**config.mk**
```make
export PLATFORM = sky130hd
export DESIGN_NAME = lsq_mem_stage_flat
export DESIGN_NICKNAME = d
export VERILOG_FILES = /design/src/rtl/lsq_mem_stage_pkg.sv /design/src/rtl/lsq_mem_stage_if.sv /design/src/rtl/lsq_mem_stage_align.sv /design/src/rtl/lsq_mem_stage.sv /design/src/flat_wrapper.sv
export SDC_FILE = /design/constraint.sdc
export NUM_CORES = 1
export LEC_CHECK = 0
export CAP_MARGIN = 20
export CELL_PAD_IN_SITES_DETAIL_PLACEMENT = 1
export CELL_PAD_IN_SITES_GLOBAL_PLACEMENT = 2
export CORE_UTILIZATION = 20
export CTS_CLUSTER_SIZE = 14
export DETAILED_ROUTE_END_ITERATION = 8
export PLACE_DENSITY = 0.88
export SLEW_MARGIN = 20
export SYNTH_ARGS = -nofsm -noshare
export SYNTH_HDL_FRONTEND = slang
export SYNTH_HIERARCHICAL = 1
export SYNTH_SLANG_ARGS = --single-unit
```
**constraint.sdc**
```tcl
create_clock -name CLK -period 3.5 [get_ports CLK]
set_clock_uncertainty 0.05 [all_clocks]
set_input_delay 0.7 -clock CLK [delete_from_list [all_inputs] [get_ports CLK]]
set_output_delay 0.7 -clock CLK [all_outputs]
set_load 0.005 [all_outputs]
```
**src/rtl/lsq_mem_stage_pkg.sv**
```systemverilog
// Shared definitions for the LSQ memory-access stage: entry field map, size codes, FSM encoding.
package lsq_pkg;

   localparam int VALID_BIT    = 191;
   localparam int DEST_HI      = 185;
   localparam int DEST_LO      = 180;
   localparam int ROB_HI       = 159;
   localparam int ROB_LO       = 154;
   localparam int MEMREAD_BIT  = 135;
   localparam int MEMWRITE_BIT = 133;
   localparam int SIZE_HI      = 132;
   localparam int SIZE_LO      = 131;
   localparam int UNSIGNED_BIT = 130;
   localparam int ADDR_HI      = 95;
   localparam int ADDR_LO      = 64;
   localparam int SDATA_HI     = 31;
   localparam int SDATA_LO     = 0;

   localparam logic [1:0] SZ_BYTE = 2'b00;
   localparam logic [1:0] SZ_HALF = 2'b01;
   localparam logic [1:0] SZ_WORD = 2'b10;

   localparam logic [1:0] ST_IDLE   = 2'd0;
   localparam logic [1:0] ST_ACCESS = 2'd1;
   localparam logic [1:0] ST_DRAIN  = 2'd2;
   localparam logic [1:0] ST_WB     = 2'd3;

   // The unused size code 2'b11 is treated as a word access.
   function automatic logic is_misaligned(input logic [1:0] size, input logic [1:0] lo);
      if (size == SZ_BYTE)      return 1'b0;
      else if (size == SZ_HALF) return lo[0];
      else                      return lo != 2'b00;
   endfunction

endpackage

```
**src/rtl/lsq_mem_stage_if.sv**
```systemverilog
// Data-memory request/ack bus between the memory stage (master) and the data memory (slave).
interface lsq_mem_stage_if;
   logic        mem_req;
   logic        mem_we;
   logic [31:0] mem_addr;
   logic [3:0]  mem_be;
   logic [31:0] mem_wdata;
   logic        mem_ack;
   logic [31:0] mem_rdata;

   modport master (
      output mem_req, mem_we, mem_addr, mem_be, mem_wdata,
      input  mem_ack, mem_rdata
   );

   modport slave (
      input  mem_req, mem_we, mem_addr, mem_be, mem_wdata,
      output mem_ack, mem_rdata
   );
endinterface

```
**src/rtl/lsq_mem_stage_align.sv**
```systemverilog
// Byte-lane alignment: byte enables, replicated store data, misalign detect and load extension.
module mem_align
   import lsq_pkg::*;
(
   input  logic [1:0]  size_i,
   input  logic        uns_i,
   input  logic [1:0]  addr_lo_i,
   input  logic [31:0] sdata_i,
   input  logic [31:0] rdata_i,
   output logic [3:0]  be_o,
   output logic [31:0] wdata_o,
   output logic        misalign_o,
   output logic [31:0] ldata_o
);

   logic [31:0] lane;

   assign lane       = rdata_i >> {addr_lo_i, 3'b000};
   assign misalign_o = is_misaligned(size_i, addr_lo_i);

   always_comb begin
      be_o    = 4'b1111;
      wdata_o = sdata_i;
      ldata_o = rdata_i;
      case (size_i)
         SZ_BYTE: begin
            be_o    = 4'b0001 << addr_lo_i;
            wdata_o = {4{sdata_i[7:0]}};
            ldata_o = uns_i ? {24'd0, lane[7:0]} : {{24{lane[7]}}, lane[7:0]};
         end
         SZ_HALF: begin
            be_o    = 4'b0011 << addr_lo_i;
            wdata_o = {2{sdata_i[15:0]}};
            ldata_o = uns_i ? {16'd0, lane[15:0]} : {{16{lane[15]}}, lane[15:0]};
         end
         default: begin
            be_o    = 4'b1111;
            wdata_o = sdata_i;
            ldata_o = rdata_i;
         end
      endcase
   end

endmodule

```
**src/rtl/lsq_mem_stage.sv**
```systemverilog
// Memory-access stage behind the LSQ: one access in flight, result broadcast on the CDB.
//   state  | meaning
//   IDLE   | waiting for an issued entry
//   ACCESS | mem_req high, waiting for mem_ack
//   DRAIN  | flushed mid-access; finish the handshake, no broadcast
//   WB     | cdb_valid high, held while FREEZE
module lsq_mem_stage
   import lsq_pkg::*;
#(
   parameter int ENTRY_W = 192,
   parameter int ROB_W   = 6,
   parameter int TAG_W   = 6
) (
   input  logic               CLK,
   input  logic               RESET,
   input  logic               FREEZE,
   input  logic               mispredict,
   input  logic               flush_fCOM,
   input  logic               do_issue,
   input  logic [ENTRY_W-1:0] lsq_entry,
   output logic               DMISS,
   lsq_mem_stage_if.master    mem,
   output logic               cdb_valid,
   output logic [ROB_W-1:0]   cdb_rob,
   output logic [TAG_W-1:0]   cdb_tag,
   output logic [31:0]        cdb_data,
   output logic               cdb_regwrite,
   output logic               cdb_exc
);

   logic [1:0]       state_q, state_d;
   logic [ROB_W-1:0] rob_q;
   logic [TAG_W-1:0] tag_q;
   logic             rd_q, we_q, uns_q, regwrite_q, exc_q;
   logic [1:0]       size_q;
   logic [31:0]      addr_q, wdata_q, data_q;
   logic [3:0]       be_q;

   logic        flush, idle, accept, mem_op;
   logic [1:0]  al_size, al_lo;
   logic        al_uns, al_misalign;
   logic [3:0]  al_be;
   logic [31:0] al_wdata, al_ldata;
   logic        unused_entry_bits;

   assign flush  = mispredict | flush_fCOM;
   assign idle   = state_q == ST_IDLE;
   assign accept = idle && do_issue && lsq_entry[VALID_BIT] && !FREEZE && !flush;
   assign mem_op = lsq_entry[MEMREAD_BIT] | lsq_entry[MEMWRITE_BIT];

   // The aligner sees the incoming entry while idle and the captured access afterwards.
   assign al_size = idle ? lsq_entry[SIZE_HI:SIZE_LO]       : size_q;
   assign al_uns  = idle ? lsq_entry[UNSIGNED_BIT]          : uns_q;
   assign al_lo   = idle ? lsq_entry[ADDR_LO+1:ADDR_LO]     : addr_q[1:0];

   mem_align u_align (
      .size_i     (al_size),
      .uns_i      (al_uns),
      .addr_lo_i  (al_lo),
      .sdata_i    (lsq_entry[SDATA_HI:SDATA_LO]),
      .rdata_i    (mem.mem_rdata),
      .be_o       (al_be),
      .wdata_o    (al_wdata),
      .misalign_o (al_misalign),
      .ldata_o    (al_ldata)
   );

   assign unused_entry_bits = ^{lsq_entry[190:186], lsq_entry[179:160], lsq_entry[153:136],
                                lsq_entry[134], lsq_entry[129:96], lsq_entry[63:32]};

   always_comb begin
      state_d = state_q;
      case (state_q)
         ST_IDLE:   if (accept) state_d = (!mem_op || al_misalign) ? ST_WB : ST_ACCESS;
         ST_ACCESS: begin
            // An in-flight memory transaction is never abandoned; flush only suppresses the broadcast.
            if (mem.mem_ack)  state_d = flush ? ST_IDLE : ST_WB;
            else if (flush)   state_d = ST_DRAIN;
         end
         ST_DRAIN:  if (mem.mem_ack) state_d = ST_IDLE;
         ST_WB:     if (flush || !FREEZE) state_d = ST_IDLE;
         default:   state_d = ST_IDLE;
      endcase
   end

   always_ff @(posedge CLK) begin
      if (RESET) begin
         state_q    <= ST_IDLE;
         rob_q      <= '0;
         tag_q      <= '0;
         rd_q       <= 1'b0;
         we_q       <= 1'b0;
         uns_q      <= 1'b0;
         size_q     <= '0;
         addr_q     <= '0;
         be_q       <= '0;
         wdata_q    <= '0;
         data_q     <= '0;
         regwrite_q <= 1'b0;
         exc_q      <= 1'b0;
      end else begin
         state_q <= state_d;
         if (accept) begin
            rob_q      <= lsq_entry[ROB_HI:ROB_LO];
            tag_q      <= lsq_entry[DEST_HI:DEST_LO];
            rd_q       <= lsq_entry[MEMREAD_BIT];
            we_q       <= lsq_entry[MEMWRITE_BIT];
            uns_q      <= lsq_entry[UNSIGNED_BIT];
            size_q     <= lsq_entry[SIZE_HI:SIZE_LO];
            addr_q     <= lsq_entry[ADDR_HI:ADDR_LO];
            be_q       <= al_be;
            wdata_q    <= al_wdata;
            data_q     <= '0;
            regwrite_q <= lsq_entry[MEMREAD_BIT];
            exc_q      <= mem_op & al_misalign;
         end
         if (state_q == ST_ACCESS && mem.mem_ack)
            data_q <= rd_q ? al_ldata : 32'd0;
      end
   end

   assign DMISS         = !idle;
   assign mem.mem_req   = (state_q == ST_ACCESS) || (state_q == ST_DRAIN);
   assign mem.mem_we    = we_q;
   assign mem.mem_addr  = {addr_q[31:2], 2'b00};
   assign mem.mem_be    = be_q;
   assign mem.mem_wdata = wdata_q;

   assign cdb_valid    = (state_q == ST_WB) && !flush;
   assign cdb_rob      = rob_q;
   assign cdb_tag      = tag_q;
   assign cdb_data     = data_q;
   assign cdb_regwrite = cdb_valid & regwrite_q;
   assign cdb_exc      = cdb_valid & exc_q;

endmodule

```
**src/flat_wrapper.sv**
```systemverilog
// flat-port wrapper written by rule: the top's interface ports become plain ports
module lsq_mem_stage_flat import lsq_pkg::*;
#(
   parameter int ENTRY_W = 192,
   parameter int ROB_W   = 6,
   parameter int TAG_W   = 6
)
  (CLK, RESET, FREEZE, mispredict, flush_fCOM, do_issue, lsq_entry, DMISS, cdb_valid, cdb_rob, cdb_tag, cdb_data, cdb_regwrite, cdb_exc, mem_mem_req, mem_mem_we, mem_mem_addr, mem_mem_be, mem_mem_wdata, mem_mem_ack, mem_mem_rdata);
  lsq_mem_stage_if mem_i ();
  input  logic CLK;
  input  logic RESET;
  input  logic FREEZE;
  input  logic mispredict;
  input  logic flush_fCOM;
  input  logic do_issue;
  input  logic [ENTRY_W-1:0] lsq_entry;
  output logic DMISS;
  output logic cdb_valid;
  output logic [ROB_W-1:0] cdb_rob;
  output logic [TAG_W-1:0] cdb_tag;
  output logic [31:0] cdb_data;
  output logic cdb_regwrite;
  output logic cdb_exc;
  output wire logic [$bits(mem_i.mem_req)-1:0] mem_mem_req;
  output wire logic [$bits(mem_i.mem_we)-1:0] mem_mem_we;
  output wire logic [$bits(mem_i.mem_addr)-1:0] mem_mem_addr;
  output wire logic [$bits(mem_i.mem_be)-1:0] mem_mem_be;
  output wire logic [$bits(mem_i.mem_wdata)-1:0] mem_mem_wdata;
  input wire logic [$bits(mem_i.mem_ack)-1:0] mem_mem_ack;
  input wire logic [$bits(mem_i.mem_rdata)-1:0] mem_mem_rdata;
  assign mem_mem_req = mem_i.mem_req;
  assign mem_mem_we = mem_i.mem_we;
  assign mem_mem_addr = mem_i.mem_addr;
  assign mem_mem_be = mem_i.mem_be;
  assign mem_mem_wdata = mem_i.mem_wdata;
  assign mem_i.mem_ack = mem_mem_ack;
  assign mem_i.mem_rdata = mem_mem_rdata;
  lsq_mem_stage #(.ENTRY_W(ENTRY_W), .ROB_W(ROB_W), .TAG_W(TAG_W)) u_core (.CLK(CLK), .RESET(RESET), .FREEZE(FREEZE), .mispredict(mispredict), .flush_fCOM(flush_fCOM), .do_issue(do_issue), .lsq_entry(lsq_entry), .DMISS(DMISS), .mem(mem_i), .cdb_valid(cdb_valid), .cdb_rob(cdb_rob), .cdb_tag(cdb_tag), .cdb_data(cdb_data), .cdb_regwrite(cdb_regwrite), .cdb_exc(cdb_exc));
endmodule
```
==> results by stage <==
Global route:
- The largest net degree at the start of global routing is 84.
- The number of antenna violations at the first check in global routing was 1.
- After global routing the overflow that remains totals 0.
- The met2 track utilization from global routing is 25.0%.
- The global routing usage summed across all routing layers is 14.7%.
- For met1 alone, demand over resource in global routing was 17.7%.
- The first-pass GRT wire length is 34400 µm.
- The most heavily used metal layer in global routing is met2.
- Global routing used under 10% of the available met3 tracks.
- The number of global-route vias before repair is approximately 6000.

Timing:
- The count of final setup violators is 0.
- The maximum clock frequency is 0.329 GHz.
- Setup repair after global routing left no endpoint under its margin.
- For the pin with the worst max-slew slack, the measured transition is 0.714 ns.
- The count of pins over their slew limit is 0.
- The final total negative setup slack is 0 ns.
- The number of hold violations in the final report came to 0.
- The smallest clock period supported by the final layout is computed as 3.04 ns.
- In this run the tightest slew margin relative to its limit is 52.4%.
- The period utilization is 86.8%.

Clock tree:
- The count of H-tree levels built during CTS is 4.
- Clock tree synthesis selected as its root buffer the cell clkbuf_16.
- The number of buffers on the longest clock path is 2.
- In this run, post-CTS hold repair placed 0 buffers.
- The number of setup buffers added after CTS is 0.
- After clock tree synthesis, the clock-pin slew on the worst setup and hold paths is 0.05 ns.
- At the later pin of the worst-skew pair, clock insertion delay measures 0.42 ns.
- The number of buffers created by CTS is 17.
- The number of cells upsized or downsized after cts is 0.
- The CTS tree is built.
- The clock drives 120 sinks.

Critical path:
- The signal on the critical path passes through clkdlybuf4s50_1 -> nor2_2 -> and3_1 -> clkdlybuf4s50_1.
- The count of buffering cells on the critical path with inverters included is 2.
- The critical path data required time is 2.75 ns.
- The maximum fanout along the worst path is 8.
- The dominant cell type by count on the critical path is clkdlybuf4s50_1.
- The critical path is of the in -> out type.
- The critical path arrival is 2.29 ns.
- The worst setup path is launched from an input pin.
- The worst register-to-register path ends at u_core/cdb_data[15].
- In this design, the stage delay of the slowest critical-path cell is 0.53 ns.
- In this run the register-to-register setup slack is 0.68 ns.
- The number of cells on the worst reg-to-reg path is 9.
- The worst setup path is captured at an output pin.
- Broken down by cell family, the worst path's largest delay share belongs to buffers and inverters.
- The worst register-to-register path begins at u_core/state_q[0].
- The number of cells on the critical path is 4.
- For this design, the slowest cell found on the critical path is clkdlybuf4s50_1.

Floorplanning:
- The die covers 0.0302 mm².
- The number of placement rows is between 60 and 70.
- The initial core utilization is 20.4%.
- The height of the die is 174 µm.
- The number of placed I/O pins is 349.
- In this run the horizontal extent of the chip is 174 µm.
- The floorplan step defined a core boundary enclosing 0.0289 mm².

Placed design:
- The instance count after placement with tap cells included is 1280.
- The count of buffers added on input and output ports is 236.
- Once detailed placement completed, the half-perimeter wirelength came to 16100 µm.
- The global placer's final weighted congestion is about 0.79.

Routing:
- The detail route stage leaves a number of antenna-violating nets equal to 0.
- The final layout contains routed wiring with a total length of 22400 µm.
- The DRC violation count after routing is 0.
- The first-iteration detailed-routing DRC count is around 240.
- The average wire length per cell after detail routing is roughly 17 µm.
- The via density per instance is 4.43.
- The first detailed-routing pass took 4 iterations.
- The routed layout has 5823 vias.

Yosys:
- The cell type with the largest total area after synthesis is dfxtp_1.
- The flip-flop and latch count after synthesis is 120.
- By area the synthesized netlist is led by dfxtp_1 41%, nand2_1 13%, a21oi_1 7.8%.
- Summed over its instances, the top area cell type makes up 40.8% of the synthesized netlist area.
- The cell area that synthesis handed to floorplanning was roughly 0.006 mm².
- After synthesis, the netlist uses 46 different library cells.
- The average instance in the mapped netlist occupies ~8 µm².
- The part of the Yosys area used for sequential elements is 40.8%.
- Synthesis produced 738 cells.
- The predominant post-synthesis flop cell is dfxtp_1.
- The Yosys step of the flow raised 6 warnings.
- The number of enable flip-flop cells after synthesis is 0.
- Of all flip-flops after synthesis, the portion carrying an async set or reset was 0%.

Power:
- Overall power consumption after layout is estimated at 4.34 mW.
- The power per cell area is 486 mW/mm².
- The leakage power total is 3.09 nW.
- The peak supply drop is 0.000248 V.

Worst hold path:
- The worst hold path terminates at u_core/cdb_tag[3].
- The worst hold path begins at u_core/cdb_tag[3].
- Along the worst hold path, the cell count comes to 2.
- The min-delay analysis places its worst path in the category reg -> reg.

Flow run:
- Across the run, the number of max-cap violations was 0.

Finish:
- Of the cells placed in the final design, the portion with a size suffix greater than 1 is 9.48%.
- The most common cell after layout, fill and taps aside is clkdlybuf4s50_1.
- Relative to the synthesized area, the layout overhead comes to 51.5%.
- Once layout is complete, the utilization of the core stands at 30.9%.
- For this run, the number of standard cells in the final layout without fillers is 1313.
- In the layout the commonest cells are 235 x clkdlybuf4s50_1, 202 x nand2_1, 120 x dfxtp_1, 92 x a21oi_1, 39 x a22oi_1.
- The number of nets at the end of the flow is 1151.

Outcome:
- The run finished with clean final reports.
==> Yosys cell counts, types with 2 or more instances <==
cell      instances
dfxtp_1         120
nand2b_1          2
o221ai_1          6
o31ai_1          10
and3b_1           2
a21oi_1          92
nor2_1           36
o32ai_1           6
nor2b_1           4
ha_1              5
a22oi_1          39
o21ai_0          21
buf_6             3
inv_1            10
o211ai_1          2
nand3b_1          2
and3_1            4
and2_1            2
clkbuf_1         27
mux2_2           29
buf_1             2
nor2_2            2
buf_4            45
o211a_1           8
mux2i_1          17
nand2_1         202
buf_2            21
==> state kept, by name (all words and copies together), names as in the netlist, 2 cells and up <==
register and count:
u_core/cdb_data 32, u_core/cdb_rob 6, u_core/state_q 2, u_core/mem.mem_be 4
u_core/mem.mem_wdata 32, u_core/cdb_tag 6, u_core/size_q 2, u_core/addr_q 32
==> layout make-up <==
class | instances | area [µm²]
Antenna cell | 1 | 2.50
Clock buffer | 21 | 460
Clock inverter | 11 | 124
Fill cell | 3390 | 19900
Inverter | 11 | 41.3
Multi-Input combinational cell | 510 | 2890
Sequential cell | 120 | 2400
Tap cell | 384 | 480
Timing Repair Buffer | 255 | 2530
==> worst register-to-register path: cells and delay by family (launching register included) <==
family                     cells  cell delay [ns]
adders and majority gates      1             0.25
muxes                          1             0.33
and+or+nand+nor                1             0.06
DFF                            1             0.39
buffers and inverters          4             1.02
AOI/OAI and AO/OA              2             0.58
==> metal layers <==
metal | vias up | wire [µm]
met4 | 0 | 189
met1 | 2784 | 9820
li1 | 2834 | -
met2 | 194 | 10700
met5 | - | 0
met3 | 11 | 1690
==> how the worst max path moves through the flow <==
stage | from | end | slack [ns]
after detailed placement | lsq_entry[64] | u_core/cdb_data[27] | 0.37
after global routing | flush_fCOM | cdb_regwrite | 0.39
after floorplan | u_core/state_q[0] | u_core/state_q[1] | 1.02
after global placement | lsq_entry[64] | u_core/cdb_data[29] | 0.40
after CTS | flush_fCOM | cdb_regwrite | 0.45
final | flush_fCOM | cdb_regwrite | 0.46
==> report_power, final <==
| group | switching (mW) | internal, mW | leakage (nW) | total, mW |
|---|---|---|---|---|
| Clock | 0.671 | 1.08 | 0.279 | 1.76 |
| Combinational | 0.637 | 0.536 | 1.84 | 1.17 |
| Sequential | 0.0171 | 1.39 | 0.968 | 1.41 |
==> kinds of logic after synthesis <==
group | count (synthesis) | share of synthesized area, %
AO/OA/AOI/OAI | 191 | 20.3
adder cells (fa/ha/maj) | 5 | 1.06
buffers and inverters | 109 | 10.6
flip-flops | 120 | 40.8
multiplexers | 47 | 8.81
other | 1 | 0.0636
AND/OR/NAND/NOR | 265 | 18.4
==> stage by stage <==
| stage | setup slack (ns) | area [µm²] | hold slack, ns |
|---|---|---|---|
| 2_1_floorplan | 1.02 | 5900 | 0.377 |
| 3_3_place_gp | 0.398 | 8340 | 0.386 |
| 3_5_place_dp | 0.375 | 8340 | 0.398 |
| 4_1_cts | 0.451 | 8920 | 0.406 |
| 5_1_grt | 0.391 | 8920 | 0.424 |
| 6_report | 0.461 | 8930 | 0.402 |
(Power assumes the default switching activity.)
